File: config.mk
export PLATFORM = sky130hd
export DESIGN_NAME = a2d_chnl_sched
export DESIGN_NICKNAME = d
export VERILOG_FILES = /design/src/rtl/a2d_chnl_sched.sv
export SDC_FILE = /design/constraint.sdc
export NUM_CORES = 1
export LEC_CHECK = 0
export CAP_MARGIN = 10
export CORE_MARGIN = 1.5
export CORE_UTILIZATION = 41
export DETAILED_ROUTE_END_ITERATION = 8
export GPL_ROUTABILITY_DRIVEN = 0
export PLACE_DENSITY = 0.76
export SKIP_CTS_REPAIR_TIMING = 1
export SLEW_MARGIN = 20
export SYNTH_ARGS = -nofsm -noshare
export SYNTH_HDL_FRONTEND = slang
export SYNTH_SLANG_ARGS = --single-unit
export TNS_END_PERCENT = 10
File: constraint.sdc
create_clock -name i_clk -period 1.4 [get_ports i_clk]
set_input_delay 0.21 -clock i_clk [delete_from_list [all_inputs] [get_ports i_clk]]
set_output_delay 0.21 -clock i_clk [all_outputs]
set_load 0.02 [all_outputs]
File: src/rtl/a2d_chnl_sched.sv
//-----------------------------------------------------------------------------
// a2d_chnl_sched
//   Round-robin scheduler that shares one SPI monarch between four ADC128S
//   channels: left load cell, right load cell, steering pot and battery.
//   Each i_nxt pulse runs one conversion made of two SPI transactions. The
//   first sends the channel command. The second returns that channel's
//   12-bit result, which is stored in the register for the current channel.
//
// Ports
//   i_clk        system clock
//   i_rst_n      async active-low reset
//   i_nxt        request next conversion (1-clk pulse)
//   i_done       spi_mnrch transaction complete (1-clk pulse)
//   i_rd_data    spi_mnrch received word (only [11:0] is kept)
//   o_wrt        start spi_mnrch transaction (1-clk pulse)
//   o_cmd        word for spi_mnrch to send (registered)
//   o_lft_ld     latest left load cell result
//   o_rght_ld    latest right load cell result
//   o_steer_pot  latest steering pot result
//   o_batt       latest battery result
//   o_busy       conversion in progress
//   o_conv_done  1-clk pulse, a result register was just updated
//
// Build option
//   A2D_NXT_QUEUE_EN : when defined, one i_nxt arriving while busy is
//   remembered. The scheduler then chains straight into the next channel's
//   conversion instead of dropping the request.
//-----------------------------------------------------------------------------
`timescale 1ns/1ps

module a2d_chnl_sched #(
    parameter logic [2:0] CH_LFT   = 3'd0,
    parameter logic [2:0] CH_RGHT  = 3'd4,
    parameter logic [2:0] CH_STEER = 3'd5,
    parameter logic [2:0] CH_BATT  = 3'd6,
    parameter int         GAP_CYC  = 2
) (
    input  logic        i_clk,
    input  logic        i_rst_n,
    input  logic        i_nxt,
    input  logic        i_done,
    input  logic [15:0] i_rd_data,
    output logic        o_wrt,
    output logic [15:0] o_cmd,
    output logic [11:0] o_lft_ld,
    output logic [11:0] o_rght_ld,
    output logic [11:0] o_steer_pot,
    output logic [11:0] o_batt,
    output logic        o_busy,
    output logic        o_conv_done
);

    localparam int              GW       = (GAP_CYC > 1) ? $clog2(GAP_CYC) : 1;
    localparam logic [GW-1:0]   GAP_LAST = GW'(GAP_CYC - 1);

    typedef enum logic [2:0] {
        S_IDLE,
        S_CMD,
        S_WAIT1,
        S_GAP,
        S_RD,
        S_WAIT2
    } state_t;

    state_t             r_state;
    state_t             w_nxt_state;
    logic [GW-1:0]      r_gap_cnt;
    logic [1:0]         r_rr;
    logic [15:0]        r_cmd;
    logic               r_wrt;
    logic               r_conv_done;
    logic [3:0][11:0]   r_res;
    logic               w_store;
    logic               w_restart;
    logic               w_unused;

    // Channel command word for a round-robin slot.
    function automatic logic [15:0] chan_cmd(input logic [1:0] rr);
        logic [2:0] ch;
        case (rr)
            2'd0:    ch = CH_LFT;
            2'd1:    ch = CH_RGHT;
            2'd2:    ch = CH_STEER;
            default: ch = CH_BATT;
        endcase
        return {2'b00, ch, 11'h000};
    endfunction

    // Completion of the result transaction: the only point a result is written.
    assign w_store = (r_state == S_WAIT2) && i_done;

`ifdef A2D_NXT_QUEUE_EN
    logic r_pend;

    // One-deep request memory. A request arriving on the very cycle the
    // result lands also chains directly, so it never needs to be latched.
    always_ff @(posedge i_clk or negedge i_rst_n) begin
        if (!i_rst_n) begin
            r_pend <= 1'b0;
        end else if (w_store) begin
            r_pend <= 1'b0;
        end else if (i_nxt && (r_state != S_IDLE)) begin
            r_pend <= 1'b1;
        end
    end

    assign w_restart = w_store && (r_pend || i_nxt);
`else
    assign w_restart = 1'b0;
`endif

    // State register
    always_ff @(posedge i_clk or negedge i_rst_n) begin
        if (!i_rst_n) begin
            r_state <= S_IDLE;
        end else begin
            r_state <= w_nxt_state;
        end
    end

    // Next-state logic; done outside WAIT1/WAIT2 falls through untouched.
    always_comb begin
        w_nxt_state = r_state;
        case (r_state)
            S_IDLE:  if (i_nxt) w_nxt_state = S_CMD;
            S_CMD:   w_nxt_state = S_WAIT1;
            S_WAIT1: if (i_done) w_nxt_state = S_GAP;
            S_GAP:   if (r_gap_cnt == GAP_LAST) w_nxt_state = S_RD;
            S_RD:    w_nxt_state = S_WAIT2;
            S_WAIT2: if (i_done) w_nxt_state = w_restart ? S_CMD : S_IDLE;
            default: w_nxt_state = S_IDLE;
        endcase
    end

    // GAP dwell counter; zero whenever GAP is not active so each entry
    // starts a fresh count.
    always_ff @(posedge i_clk or negedge i_rst_n) begin
        if (!i_rst_n) begin
            r_gap_cnt <= '0;
        end else if (r_state == S_GAP) begin
            r_gap_cnt <= r_gap_cnt + GW'(1);
        end else begin
            r_gap_cnt <= '0;
        end
    end

    // Datapath and registered handshake outputs
    always_ff @(posedge i_clk or negedge i_rst_n) begin
        if (!i_rst_n) begin
            r_wrt       <= 1'b0;
            r_cmd       <= 16'h0000;
            r_rr        <= 2'd0;
            r_conv_done <= 1'b0;
            r_res       <= '0;
        end else begin
            // wrt is registered off the next state so it coincides with the
            // single cycle spent in CMD or RD.
            r_wrt       <= (w_nxt_state == S_CMD) || (w_nxt_state == S_RD);
            r_conv_done <= w_store;

            // The same command stays on o_cmd for both transactions.
            // A chained conversion targets the slot rr is advancing to.
            if ((r_state == S_IDLE) && i_nxt) begin
                r_cmd <= chan_cmd(r_rr);
            end else if (w_restart) begin
                r_cmd <= chan_cmd(r_rr + 2'd1);
            end

            if (w_store) begin
                r_res[r_rr] <= i_rd_data[11:0];
                r_rr        <= r_rr + 2'd1;
            end
        end
    end

    // Upper nibble of the ADC frame carries no data.
    assign w_unused    = ^i_rd_data[15:12];

    assign o_wrt       = r_wrt;
    assign o_cmd       = r_cmd;
    assign o_busy      = (r_state != S_IDLE);
    assign o_conv_done = r_conv_done;
    assign o_lft_ld    = r_res[0];
    assign o_rght_ld   = r_res[1];
    assign o_steer_pot = r_res[2];
    assign o_batt      = r_res[3];

endmodule
# Word level (Yosys, flattened, before mapping)
# Index checks and enable logic that the tools add are counted.
classes:
  n_addsub: 2
  multipliers: 0
  n_div: 0
  order_cmp: 2
  eq_ne: 9
  shift: 0
  muxes: 10
  bitwise_logic: 0
  n_reduce_logical: 7
op_table:
  columns: ["cell", "count"]
  rows:
  - ["48-bit bitwise mux", 1]
  - ["12-bit demux with 2-bit select", 1]
  - ["3-bit case mux with 6 select lines", 1]
  - ["12-bit 2-to-1 mux", 1]
  - ["3-bit 2-to-1 mux", 4]
  - ["3-bit == test (second input constant)", 3]
  - ["3-bit case mux with 3 select lines", 1]
  - ["3-bit by 1-bit == test with 1-bit output (second input constant)", 2]
  - ["3-bit by 2-bit == test with 1-bit output (second input constant)", 2]
  - ["1-bit logical AND", 3]
  - ["3-bit zero test", 1]
  - ["2-bit by 3-bit less-than comparator with 1-bit output (second input constant)", 1]
  - ["3-bit nonzero test", 1]
  - ["2-bit by 1-bit adder with 2-bit output (second input constant)", 1]
  - ["2-bit by 1-bit == test with 1-bit output (second input constant)", 1]
  - ["2-bit == test (second input constant)", 1]
  - ["2-bit by 1-bit >= comparator with 1-bit output (second input constant)", 1]
  - ["2-bit zero test", 1]
  - ["1-bit adder (second input constant)", 1]
  - ["1-bit logical OR", 1]
  - ["1-bit 2-to-1 mux", 1]
totals:
  regBits: 59
  latch_bits: 0
  ram_bits: 0
  rom_bits: 0
  inputBits: 20
  out_inout_bits: 67
  word_cells: 40
  n_memories: 0

# Depth between registers and ports, before layout
# Gate-level depths: netlist of run 1.
depth:
  word_depth: 5
  ltp_mapped: 6
  depth_no_buf: 4

# Worst setup path before layout of run 1
# No wires, ideal clock.
synth_path:
  kind: "reg2reg"
  start: "register r_state[1]"
  end: "register r_res, in the netlist o_lft_ld[10]"
  setup_ns: 0.125
  arrival_time_ns: 1.377
  required_ns: 1.275
  setup_slack_ns: -0.102
  path_stages_with_launch: 7
  path_buffers: 3
  period_less_slack_ns: 1.502
  path_cell_list: "dfrtp_1 > buf_6 > and4b_1 > buf_6 > nand2_4 > buf_6 > mux2_4"
synth_via:
  elab_chain_len: 2
synth_rtl:
  columns: ["element", "line", "rtl"]
  rows:
  - ["start, declared", "65", "state_t r_state;"]
  - ["start signal, assigned", "117", "r_state <= w_nxt_state;"]
  - ["3-bit == test", "90", "assign w_store = (r_state == S_WAIT2) && i_done;"]
  - ["1-bit logical AND", "90", null]
  - ["net w_store", "73", "logic w_store;"]
  - ["end signal, assigned by index", "170", "r_res[r_rr] <= i_rd_data[11:0];"]
  - ["end, declared", "72", "logic [3:0][11:0] r_res;"]
# The timed path passes the listed nets, and every way through them passes these cells.
# A chain may end at the register's enable or synchronous reset.

# Worst setup path after layout of run 1
layout_path:
  start: "register r_state[1]"
  end: "register r_res, in the netlist o_rght_ld[1]"
layout_via:
  elab_chain_len: 2
layout_rtl:
  columns: ["element", "line"]
  rows:
  - ["3-bit == test", "90"]
  - ["1-bit logical AND", "90"]
# No other way between the ends.

==> flow_metrics.py, run 1 <==
metrics = {
    "global_routing": {
        "grt_pass1_vias": 1701,
        "grt_max_degree": 60,
        "antenna_found_initial": 0,
        "track_usage": 0.164,
        "grt_pass1_wl_um": 8890,
        "grt_remaining_overflow": 0,
    },
    "synthesis": {
        "synth_edf_count": 0,
        "yosysTopAreaCell": "dfrtp_1",
        "yosys.cell_count.top_type": "dfrtp_1",
        "syn-cell-area_um2": 2640,
        "synth_area_leaders": "dfrtp_1 (56%), mux2_4 (23%), mux2_2 (4.7%), buf_4 (3.7%), ha_1 (2.8%)",
        "ys_seq_elements": 59,
        "ys.flop_type": "dfrtp_1",
        "synthArstFlopShare": 1.00,
        "synth_top_area_frac": 0.560,
        "avgSynthCellArea_um2": 16.0,
        "seq_area_frac_synth": 0.560,
        "yosysWarnings": 0,
        "yosys-top-cells-count": "dfrtp_1 (59), mux2_4 (40), buf_4 (13), mux2_2 (11)",
        "ys_types": 23,
        "syn-instance-count": 165,
    },
    "timing": {
        "finalCriticalPeriod_ps": 1490,
        "setup_violations": 50,
        "max_freq_mhz": 672,
        "hold_viol_final": 0,
        "fin_crit_sh": 1.06,
        "finalClockSkew_ps": 4.47,
        "slew_viol_final": 0,
        "setup_slack_ps": -87.0,
        "rsz0062_at_grt": "true",
        "holdWs_ps": 420,
    },
    "critical_path": {
        "crit_chain": "and4b_1 > buf_12 > nand2_8 > mux2_4",
        "slowest_delay_ps": 420,
        "crit_required_ps": 1610,
        "path_max_fanout": 12,
        "worst-r2r-cell-count": 4,
        "critPathSlowestCell": "dfrtp_1",
        "worstPathArrival_ps": 1690,
        "endpoint_kind": "register",
        "path_class": "register to register",
        "startpoint_type": "register",
    },
    "worst_hold_path": {
        "holdCritPathClass": "input port to async pin",
    },
    "place": {
        "dp.cells": 318,
        "io_buffers": 69,
        "place_area_um2": 3420,
        "hpwl_um": 3710,
    },
    "clock_tree": {
        "clockRootBuffer": "clkbuf_8",
        "cts_max_path_buffers": 2,
        "tritoncts": "yes",
        "path_clk_slew_ps": 70,
        "clock-sinks": 59,
        "clk_latency_ps": 330,
        "cts_buffers": 9,
        "h-tree-depth": 3,
    },
    "drt": {
        "dr.pass1.iters": 4,
        "via_per_inst": 4.76,
        "vias": 1610,
        "first_iter_violations": 62,
        "ant_nets": 0,
        "drc_errors": 0,
        "wl_per_cell_um": 17.2,
        "drt_wl_total_um": 5810,
    },
    "final_layout": {
        "fill_cells": 480,
        "nNetsFinal": 282,
        "finish.instance_area_um2": 3840,
        "fin_cells": 338,
        "area_growth_pct": 45.6,
        "drive_above_1_share": 0.352,
        "antenna_cells": 0,
    },
    "status": {
        "status": "complete, but fails checks",
        "violations": "negative setup slack",
    },
    "flow_run": {
        "max_cap_violations": 0,
    },
    "floorplan": {
        "initial_core_util": 0.420,
        "coreArea_um2": 6280,
        "pin_count": 87,
        "rows": 29,
        "die_w_um": 83.2,
        "die_y_um": 83.2,
        "die_area_um2": 6920,
    },
    "pwr": {
        "powerDensity_nw_per_um2": 2040,
        "p_leak_uw": 0.00272,
        "ir_drop_mv": 1.22,
    },
}
power breakdown:
group / switching [uW] / internal (uW)
Combinational: 1620 / 1910
Sequential: 431 / 2360
Clock: 649 / 861
Total: 2700 / 5140
per-layer routing:
layer / global-route usage / routed length [um] / up-vias
li1: - / - / 732
met1: 0.213 / 2540 / 815
met2: 0.256 / 2910 / 56
met3: 0.0537 / 297 / 7
met4: 0.0591 / 64 / 0
met5: 0 / 0 / -
per-stage QoR:
step | util | worst slack [ps] | setup TNS, ps | power (uW)
2_1_floorplan | - | -95.0 | -3870 | 4660
3_3_place_gp | 0.544 | -313 | -14150 | 6220
3_5_place_dp | 0.544 | -327 | -14690 | 6330
4_1_cts | 0.575 | -350 | -11220 | 7870
5_1_grt | 0.611 | -117 | -4640 | 8250
6_report | 0.611 | -87.0 | -3000 | 7840
cells in the final DEF (no fill, tap or decap), types with 4 or more instances in the layout:
cell / n
nand2_1: 5
conb_1: 13
clkbuf_8: 10
mux2_4: 40
mux2_2: 11
clkdlybuf4s50_1: 14
ha_1: 5
buf_4: 14
dfrtp_1: 58
nand2_8: 4
dlymetal6s2s_1: 54
kinds of logic (layout without fill, tap and decap cells):
group,after synthesis,count (layout),synth area share
adder cells (fa/ha/maj),6,6,0.0285
AND/OR/NAND/NOR,16,18,0.0413
flip-flops,59,59,0.560
AO/OA/AOI/OAI,8,8,0.0214
buffers and inverters,23,105,0.0688
multiplexers,51,51,0.275
other,1,13,0.00142
XOR/XNOR,1,1,0.00332
state kept, by name, summed over array words and instances (netlist names):
| name | count |
|---|---|
| o_conv_done | 1 |
| r_gap_cnt | 1 |
| o_lft_ld | 12 |
| o_steer_pot | 12 |
| o_cmd | 3 |
| r_rr | 2 |
| r_state | 3 |
| o_wrt | 1 |
| o_rght_ld | 12 |
| o_batt | 12 |
final cells by class:
type | instances | area [um2] | area share
tap | 77 | 96.3 | 0.0251
multi-input combinational | 97 | 1080 | 0.282
inverter | 3 | 11.3 | 0.00293
clock buffer | 11 | 141 | 0.0368
sequential | 59 | 1480 | 0.385
clock inverter | 5 | 52.6 | 0.0137
timing repair buffer | 86 | 976 | 0.254
final timing paths:
check	from	endpoint	slack, ps
max	r_state[1]	o_rght_ld[1]	-90
min	i_rst_n	o_lft_ld[9]	420
min in group i_clk	r_gap_cnt	r_gap_cnt	490
max in group asynchronous	i_rst_n	r_state[0]	710
min reg2reg	r_gap_cnt	r_gap_cnt	490
max reg2reg	r_state[1]	o_rght_ld[1]	-90
critical path: cells and delay by family (launching register included):
kind,cells,cell delay [ps]
multiplexers,1,320
buffers and inverters,1,180
flip-flops,1,420
AND/OR/NAND/NOR,2,440
Power figures use the tool's default switching activity.
==> run 2: changes to the inputs <==
Settings changed: CORE_UTILIZATION 41 to 43, CTS_BUF_LIST set to sky130_fd_sc_hd__clkbuf_4, PLACE_DENSITY 0.76 to 0.82.
==> run 2 against run 1 <==
Effect of this change: the run still ends with negative setup slack left; worst hold slack lost 86 ps; final cell count shrank 1.8%; largest power group unchanged; utilization grew 1.1 points; largest cell class unchanged.
==> flow_metrics.py, run 2 (same netlist as run 1, synthesis figures left out) <==
metrics = {
    "place": {
        "hpwl_um": 3570,
        "io_buffers": 69,
        "dp_slack_ps": -324,
        "place_area_um2": 3430,
    },
    "drt": {
        "ant_nets": 0,
        "drt_wl_total_um": 5090,
        "dr.pass1.iters": 4,
        "vias": 1542,
        "via_per_inst": 4.64,
        "first_iter_violations": 61,
        "wl_per_cell_um": 15.3,
        "drc_errors": 0,
    },
    "timing": {
        "max_freq_mhz": 664,
        "rsz0062_at_grt": "true",
        "setup_violations": 49,
        "hold_viol_final": 0,
        "slew_viol_final": 0,
        "setup_slack_ps": -107,
        "finalCriticalPeriod_ps": 1510,
        "fin_crit_sh": 1.08,
        "finalClockSkew_ps": 13.9,
    },
    "pwr": {
        "power.total_uw": 7080,
        "seqPwrFrac": 0.391,
        "powerDensity_nw_per_um2": 1920,
        "clkPwrFrac": 0.133,
        "p_leak_uw": 0.00268,
        "pwr-share-comb": 0.477,
        "ir_drop_mv": 0.900,
        "switching_share": 0.356,
        "internal-power_uw": 4560,
        "p_sw_uw": 2520,
    },
    "clock_tree": {
        "cts_buffers": 9,
        "cts_max_path_buffers": 2,
        "tritoncts": "yes",
        "clockRootBuffer": "clkbuf_4",
        "clock-sinks": 59,
        "h-tree-depth": 3,
        "clk_latency_ps": 380,
        "path_clk_slew_ps": 100,
    },
    "critical_path": {
        "crit_chain": "and4b_1 > buf_12 > nand2_4 > mux2_2",
        "critPathBufInv": 1,
        "path_class": "register to register",
        "cp_top_family": "simple AND/OR/NAND/NOR gates",
        "critPathSlowestCell": "dfrtp_1",
        "endpoint_kind": "register",
        "slowest_delay_ps": 430,
        "startpoint_type": "register",
        "worstPathArrival_ps": 1780,
        "crit_required_ps": 1670,
        "path_max_fanout": 12,
    },
    "final_layout": {
        "antenna_cells": 0,
        "finish.instance_area_um2": 3680,
        "area_growth_pct": 39.7,
        "final_common_cell": "dfrtp_1",
        "layout_common_cells": "dfrtp_1 (59), dlymetal6s2s_1 (54), mux2_4 (40), clkdlybuf4s50_1 (14)",
        "drive_above_1_share": 0.335,
        "nNetsFinal": 279,
        "fill_cells": 434,
    },
    "global_routing": {
        "antenna_found_initial": 0,
        "grt_remaining_overflow": 0,
        "grt_pass1_vias": 1466,
        "grt_pass1_wl_um": 7660,
        "grt_max_degree": 60,
        "track_usage": 0.162,
    },
    "floorplan": {
        "die_y_um": 81.3,
        "coreArea_um2": 5920,
        "initial_core_util": 0.445,
        "pin_count": 87,
        "die_area_um2": 6610,
        "rows": 28,
        "die_w_um": 81.3,
    },
    "flow_run": {
        "max_cap_violations": 0,
    },
    "worst_hold_path": {
        "holdCritPathClass": "input port to async pin",
    },
    "status": {
        "status": "complete, but fails checks",
        "violations": "negative setup slack",
    },
}
-- run 2: worst reg2reg max path, stage by stage, from the launching register on --
cell     delay, ps
dfrtp_1        430
and4b_1        250
buf_12         150
nand2_4        210
mux2_2         370
-- run 2: final cells by class --
| class | count | area (um2) | share of cell area |
|---|---|---|---|
| multi-input cells | 95 | 1030 | 0.280 |
| repair buffers | 85 | 968 | 0.263 |
| well taps | 75 | 93.8 | 0.0255 |
| clock buffers | 9 | 67.6 | 0.0183 |
| clock inverters | 6 | 33.8 | 0.00917 |
| inverters | 3 | 11.3 | 0.00306 |
| flip-flops and latches | 59 | 1480 | 0.401 |
-- run 2: final timing paths --
kind,start,to,cells after the start,slack [ps]
min in group i_clk,o_cmd[13],o_cmd[13],2,500
worst max register to register,r_state[1],o_lft_ld[11],4,-110
max in group asynchronous,i_rst_n,o_cmd[12],3,780
worst max-delay path,r_state[1],o_lft_ld[11],4,-110
worst min-delay path,i_rst_n,o_lft_ld[4],3,330
worst min register to register,o_cmd[13],o_cmd[13],2,500
-- run 2: metrics by stage --
stage          hold WS, ps  TNS (ps)   util  instances
6_report               334     -3760  0.622        332
3_5_place_dp           235    -14630  0.579        316
2_1_floorplan        -85.6     -3870      -        177
5_1_grt                353     -6240  0.622        332
3_3_place_gp           239    -13790  0.579        316
4_1_cts               -200    -14900  0.596        331
-- run 2: metal layers --
metal  GRT usage  share of wire  vias to the layer above
li1            -              -                      722
met5           0              0                        -
met2       0.245           0.47                       60
met1       0.209           0.44                      753
met3      0.0629          0.079                        7
met4      0.0621          0.013                        0
-- run 2: power groups by stage --
stage | Sequential, uW | Clock, uW | Combinational (uW)
floorplan | 3440 | 0 | 1210
global placement | 2810 | 0 | 3410
detailed placement | 2820 | 0 | 3490
CTS | 2790 | 978 | 3510
global route | 2860 | 1050 | 3580
finish | 2770 | 938 | 3370
